### src/rtl/ste_avg_pkg.sv
// Shared types and default constants for the averager sequencing controller.
// Latency: n/a (package only).
// Backpressure: n/a.
package ste_avg_pkg;

  // Controller state; the encoding is visible on state_o for debug.
  typedef enum logic [1:0] {
    IDLE   = 2'd0,
    BLANK  = 2'd1,
    SETTLE = 2'd2,
    AVG    = 2'd3
  } avg_state_t;

  localparam int AVG_BLANK_N  = 2;
  localparam int AVG_SETTLE_N = 30;
  localparam int AVG_PIPE_LAT = 2;

endpackage

### src/rtl/ste_valid_pipe.sv
// Delay line for the sample valid strobe, matching the averager datapath latency.
// Latency: DEPTH cycles from din to dout; flush zeroes every stage on the next edge.
// Backpressure: none; one strobe per cycle is always accepted.
// Ports: clk/rst (async, active-high), flush (sync clear), din (strobe in), dout (delayed strobe).
module ste_valid_pipe #(
  parameter int DEPTH = 2
) (
  input  logic clk,
  input  logic rst,
  input  logic flush,
  input  logic din,
  output logic dout
);

  logic [DEPTH-1:0] stage;

  always_ff @(posedge clk or posedge rst) begin
    if (rst) begin
      stage <= '0;
    end else if (flush) begin
      stage <= '0;
    end else begin
      // Shift form works for DEPTH = 1 as well as deeper lines.
      stage <= (stage << 1) | DEPTH'(din);
    end
  end

  assign dout = stage[DEPTH-1];

endmodule

### src/rtl/ste_avg_ctrl.sv
// Sequences clear/enable of the IIR averager around range/mode/request changes and flags valid, settled results.
// Latency: outputs registered; clear pulse 1 cycle after a detected change, dout_valid PIPE_LAT+1 cycles after a strobe.
// Backpressure: none; sample strobes are counted or dropped, never stalled.
// Ports: clk, rst (async, active-high); sample_valid_i, avg_req_i, range_i, mode_i in;
//        avg_clr_o, avg_en_o, dout_valid_o, settled_o, state_o out.
module ste_avg_ctrl
  import ste_avg_pkg::*;
#(
  parameter int BLANK_N  = AVG_BLANK_N,
  parameter int SETTLE_N = AVG_SETTLE_N,
  parameter int PIPE_LAT = AVG_PIPE_LAT,
  parameter int CNT_W    = 8,
  parameter int RANGE_W  = 3,
  parameter int MODE_W   = 2
) (
  input  logic               clk,
  input  logic               rst,
  input  logic               sample_valid_i,
  input  logic               avg_req_i,
  input  logic [RANGE_W-1:0] range_i,
  input  logic [MODE_W-1:0]  mode_i,
  output logic               avg_clr_o,
  output logic               avg_en_o,
  output logic               dout_valid_o,
  output logic               settled_o,
  output logic [1:0]         state_o
);

  localparam logic [CNT_W-1:0] BLANK_C  = CNT_W'(BLANK_N);
  localparam logic [CNT_W-1:0] SETTLE_C = CNT_W'(SETTLE_N);

  logic [RANGE_W-1:0] range_q;
  logic [MODE_W-1:0]  mode_q;
  logic               req_q;
  avg_state_t         state_q;
  avg_state_t         state_nxt;
  logic [CNT_W-1:0]   cnt_q;
  logic [CNT_W-1:0]   cnt_nxt;
  logic [CNT_W-1:0]   cnt_inc;
  logic               change;
  logic               req_rise;
  logic               req_fall;
  logic               clr_evt;
  logic               flush;
  logic               ins;
  logic               pipe_out;

  assign change   = (range_i != range_q) || (mode_i != mode_q);
  assign req_rise = avg_req_i & ~req_q;
  assign req_fall = ~avg_req_i & req_q;
  // A change with the request low only pulses clear; it does not restart sequencing.
  assign clr_evt  = avg_req_i & (change | req_rise);
  assign flush    = clr_evt | req_fall;
  // Counter saturates instead of wrapping so a long AVG run cannot alias back.
  assign cnt_inc  = (&cnt_q) ? cnt_q : cnt_q + 1'b1;

  // Strobes coinciding with a change belong to the old configuration; blanked
  // samples never produce a result.
  assign ins = sample_valid_i & ~change & ~flush & (state_q != BLANK);

  always_comb begin
    state_nxt = state_q;
    cnt_nxt   = cnt_q;
    if (req_fall) begin
      // Drop has priority over any simultaneous change.
      state_nxt = IDLE;
    end else if (clr_evt) begin
      state_nxt = BLANK;
      cnt_nxt   = '0;
    end else if (!avg_req_i) begin
      state_nxt = IDLE;
    end else begin
      case (state_q)
        BLANK: begin
          if (BLANK_N == 0) begin
            state_nxt = SETTLE;
            cnt_nxt   = '0;
          end else if (sample_valid_i) begin
            if (cnt_inc >= BLANK_C) begin
              state_nxt = SETTLE;
              cnt_nxt   = '0;
            end else begin
              cnt_nxt = cnt_inc;
            end
          end
        end
        SETTLE: begin
          if (sample_valid_i) begin
            cnt_nxt = cnt_inc;
            if (cnt_inc >= SETTLE_C) begin
              state_nxt = AVG;
            end
          end
        end
        AVG: begin
          if (sample_valid_i) begin
            cnt_nxt = cnt_inc;
          end
        end
        IDLE: begin
          state_nxt = IDLE;
        end
        default: begin
          state_nxt = IDLE;
        end
      endcase
    end
  end

  // State and all outputs registered together; level outputs decode the next state
  // so they line up with state_o.
  always_ff @(posedge clk or posedge rst) begin
    if (rst) begin
      range_q      <= '0;
      mode_q       <= '0;
      req_q        <= 1'b0;
      state_q      <= IDLE;
      cnt_q        <= '0;
      avg_clr_o    <= 1'b0;
      avg_en_o     <= 1'b0;
      settled_o    <= 1'b1;
      dout_valid_o <= 1'b0;
    end else begin
      range_q      <= range_i;
      mode_q       <= mode_i;
      req_q        <= avg_req_i;
      state_q      <= state_nxt;
      cnt_q        <= cnt_nxt;
      avg_clr_o    <= change | req_rise;
      avg_en_o     <= (state_nxt == SETTLE) || (state_nxt == AVG);
      settled_o    <= (state_nxt == IDLE) || (state_nxt == AVG);
      // The last pipe stage is discarded by a flush in the same cycle.
      dout_valid_o <= pipe_out & ~flush & (state_nxt != BLANK);
    end
  end

  assign state_o = state_q;

  ste_valid_pipe #(
    .DEPTH (PIPE_LAT)
  ) u_valid_pipe (
    .clk   (clk),
    .rst   (rst),
    .flush (flush),
    .din   (ins),
    .dout  (pipe_out)
  );

endmodule

### config.mk
export PLATFORM = sky130hd
export DESIGN_NAME = ste_avg_ctrl
export DESIGN_NICKNAME = d
export VERILOG_FILES = /design/src/rtl/ste_avg_pkg.sv /design/src/rtl/ste_valid_pipe.sv /design/src/rtl/ste_avg_ctrl.sv
export SDC_FILE = /design/constraint.sdc
export NUM_CORES = 1
export LEC_CHECK = 0
export CAP_MARGIN = 5
export CORE_ASPECT_RATIO = 0.6
export CORE_MARGIN = 2
export CORE_UTILIZATION = 49
export DETAILED_ROUTE_END_ITERATION = 6
export GPL_TIMING_DRIVEN = 0
export PLACE_DENSITY = 0.83
export REMOVE_ABC_BUFFERS = 1
export SYNTH_ARGS = -nofsm -noshare
export SYNTH_HDL_FRONTEND = slang
export SYNTH_HIERARCHICAL = 1
export SYNTH_SLANG_ARGS = --single-unit
### constraint.sdc
create_clock -name clk -period 2.8 [get_ports clk]
set_clock_uncertainty 0.2 [all_clocks]
set_input_delay 0.56 -clock clk [delete_from_list [all_inputs] [get_ports clk]]
set_output_delay 0.56 -clock clk [all_outputs]
set_load 0.01 [all_outputs]
==> qor.yml <==
outcome: "finished, final reports clean"
rsz0062_at_grt: "no"
ys_ff_latch: 22
io_pins: 15
clockBufferDepth: 2
fp.dieArea_um2: 2940
fin_crit_sh_pct: 97.1
placed_cell_area_um2: 1390
globalplace.congestion: 0.843
grt_pass1_vias: 1033
min_path_type: "input pin to async pin"
crit_slowest_cell: "dfrtp_2"
viasPerCell: 5.91
die_h_um: 42.8
crit_type: "flop to flop"
period_needed_ps: 2720
start_util_pct: 50.5
nets: 160
synth.cell_area_um2: 1230
powerDensity_nw_per_um2: 449
grt_max_degree: 21
synthDistinctLibCells: 43
synth_top_flop_cell: "dfrtp_1"
dp_slack_ps: -246
worstPathMaxFanout: 7
cts_sinks: 22
ir_drop_v: 0.000277
routed_wl_mm: 2.83
worst_r2r_startpoint: "cnt_q[0]"
drc: 0
fmaxAchievable_mhz: 368
r2r_slack_ps: 80
antenna_found_initial: 0
clkTransAtPathRegs_ps: 70
synth.avg_cell_area_um2: 9.61
diodes: 0
core_area_um2: 2430
drt_pass1_iterations: 4
numCtsBuffers: 3
drt_iter0_markers: 72
required_ps: 2750
cp_num_buf_inv: 0
grt_pass1_wl_mm: 4.57
rr_worst_depth: 8
netlist_instances: 128
post-cts-setup-buffer-count: 0
cp-start-kind: "flop"
setup.worst_path.start: "cnt_q[0]"
rows: 14
antenna_left: 0
numPortBuffers: 14
route.vias.total: 1041
areaGrowthSynthToFinish_pct: 23.0
critPathCapture: "avg_en_o"
p_leak_nw: 0.647
tns_ps: 0
max_stage_delay_ps: 460
hpwl_mm: 1.97
synthArstFlopShare_pct: 100
cp-end-kind: "flop"
die_w_um: 68.7
hold_viol: 0
placedCellCount: 172
n_fill_cell: 200
hold_ws_ps: 278
arrival_ps: 2660
power_mw: 0.680
fin_ws_ps: 82.5
finalSetupViolCount: 0
final_cells: 176
worst_slew_pin_slew_ps: 757
cp.depth: 8
htreeDepth: 1
cts-root-buf: "clkbuf_8"
ys_seq_area_share_pct: 44.9
drive_gt1_share_pct: 15.3
path_cells: "ha_2 -> and3_2 -> or2_2 -> a221oi_4 -> a21oi_1 -> o21a_1 -> ha_2 -> or2_2"
reg2reg_to: "avg_en_o"
seq_area_um2: 553
post-route-util_pct: 62.1
yosys_warnings: 6
max_slew_margin_pct: 49.5
grt.overflow.total: 0
cpLargestDelayFamily: "simple AND/OR/NAND/NOR gates"
track_usage_pct: 21.6
maxCapViolations: 0
cts_tree: "built"
final_area_um2: 1510
slew_violations: 0
cts_hold_buf: 0
clkLatencyLatePin_ps: 260
synth_edf_count: 0
multi_input_area_um2: 674
wl_per_cell_um: 16.1
## layout by cell type (no fill, tap or decap), drive strengths merged, types with 4 or more instances in the layout
cell type      synthesis  final
a21oi                  9      9
clkdlybuf4s50          0     14
dfrtp                 21     21
ha                     6      6
inv                    9      9
nand2                 11     11
nand3                  4      4
nor2                   8      8
nor3                   5      5
o21ai                  9      9
xnor2                  6      6
## repair_timing
action,in CTS,in global routing
gates resized for setup,2,8
endpoints found under the setup margin,1,9
pin swaps,0,1
## final cells by class
cell class	instances	share of cell area, %
clock buffer	3	2.73
clock inverter	1	1.99
multi-input combinational	95	44.6
inverter	9	2.23
tap	32	2.65
timing repair buffer	14	9.26
sequential	22	36.6
## power by group
part	total, mW	switching (mW)	internal (mW)
logic	0.0585	0.0334	0.0251
clock network	0.292	0.102	0.191
registers	0.329	0.00427	0.325
## Yosys cell counts, types with 4 or more instances
master / count / share of area [%]
dfrtp_1: 21 / 43
nand2_1: 11 / 3.4
a21oi_1: 9 / 3.7
inv_1: 9 / 2.7
nor2_1: 8 / 2.4
ha_1: 6 / 6.1
o21ai_0: 6 / 2.4
xnor2_1: 6 / 4.3
nor3_1: 5 / 2.0
nand3_1: 4 / 1.6
## how the worst min path moves through the flow
| stage | from | to | slack (ps) | cells past startpoint |
|---|---|---|---|---|
| 3_5_place_dp | u_valid_pipe/stage[0] | u_valid_pipe/stage[1] | 260 | 1 |
| 6_report | rst | u_valid_pipe/stage[0] | 280 | 2 |
| 2_1_floorplan | rst | u_valid_pipe/stage[0] | 100 | 1 |
| 5_1_grt | rst | u_valid_pipe/stage[1] | 280 | 2 |
| 3_3_place_gp | u_valid_pipe/stage[0] | u_valid_pipe/stage[1] | 260 | 1 |
| 4_1_cts | rst | u_valid_pipe/stage[1] | 270 | 2 |
## state kept, by name, indices dropped and copies added (netlist names)
register and cells:
cnt_q 8, range_q 3, mode_q 2, state_o 2, u_valid_pipe/stage 2, avg_clr_o 1, avg_en_o 1, dout_valid_o 1
req_q 1, settled_o 1
## metal layers
metal / up-vias / track usage, % / routed length (µm) / part of all wire [%]
li1: 494 / - / - / -
met1: 504 / 30.1 / 1300 / 46
met2: 37 / 31.9 / 1320 / 47
met3: 6 / 6.37 / 167 / 5.9
met4: 0 / 7.20 / 37 / 1.3
met5: - / 0 / 0 / 0
## worst register-to-register path, cell delays in order, from the launching register on
cell      delay (ps)
dfrtp_2          460
ha_2             210
and3_2           250
or2_2            320
a221oi_4         330
a21oi_1          140
o21a_1           230
ha_2             180
or2_2            280
## logic make-up (layout without fill, tap and decap cells)
group,after synthesis,count (layout),share of synthesized area [%]
buffers and inverters,11,27,4.07
XOR/XNOR,6,6,4.27
flip-flops,22,22,44.9
adder cells (fa/ha/maj),6,6,6.10
AO/OA/AOI/OAI,35,35,19.4
AND/OR/NAND/NOR,48,48,21.3
No activity file was read; power rests on OpenSTA's default activity.
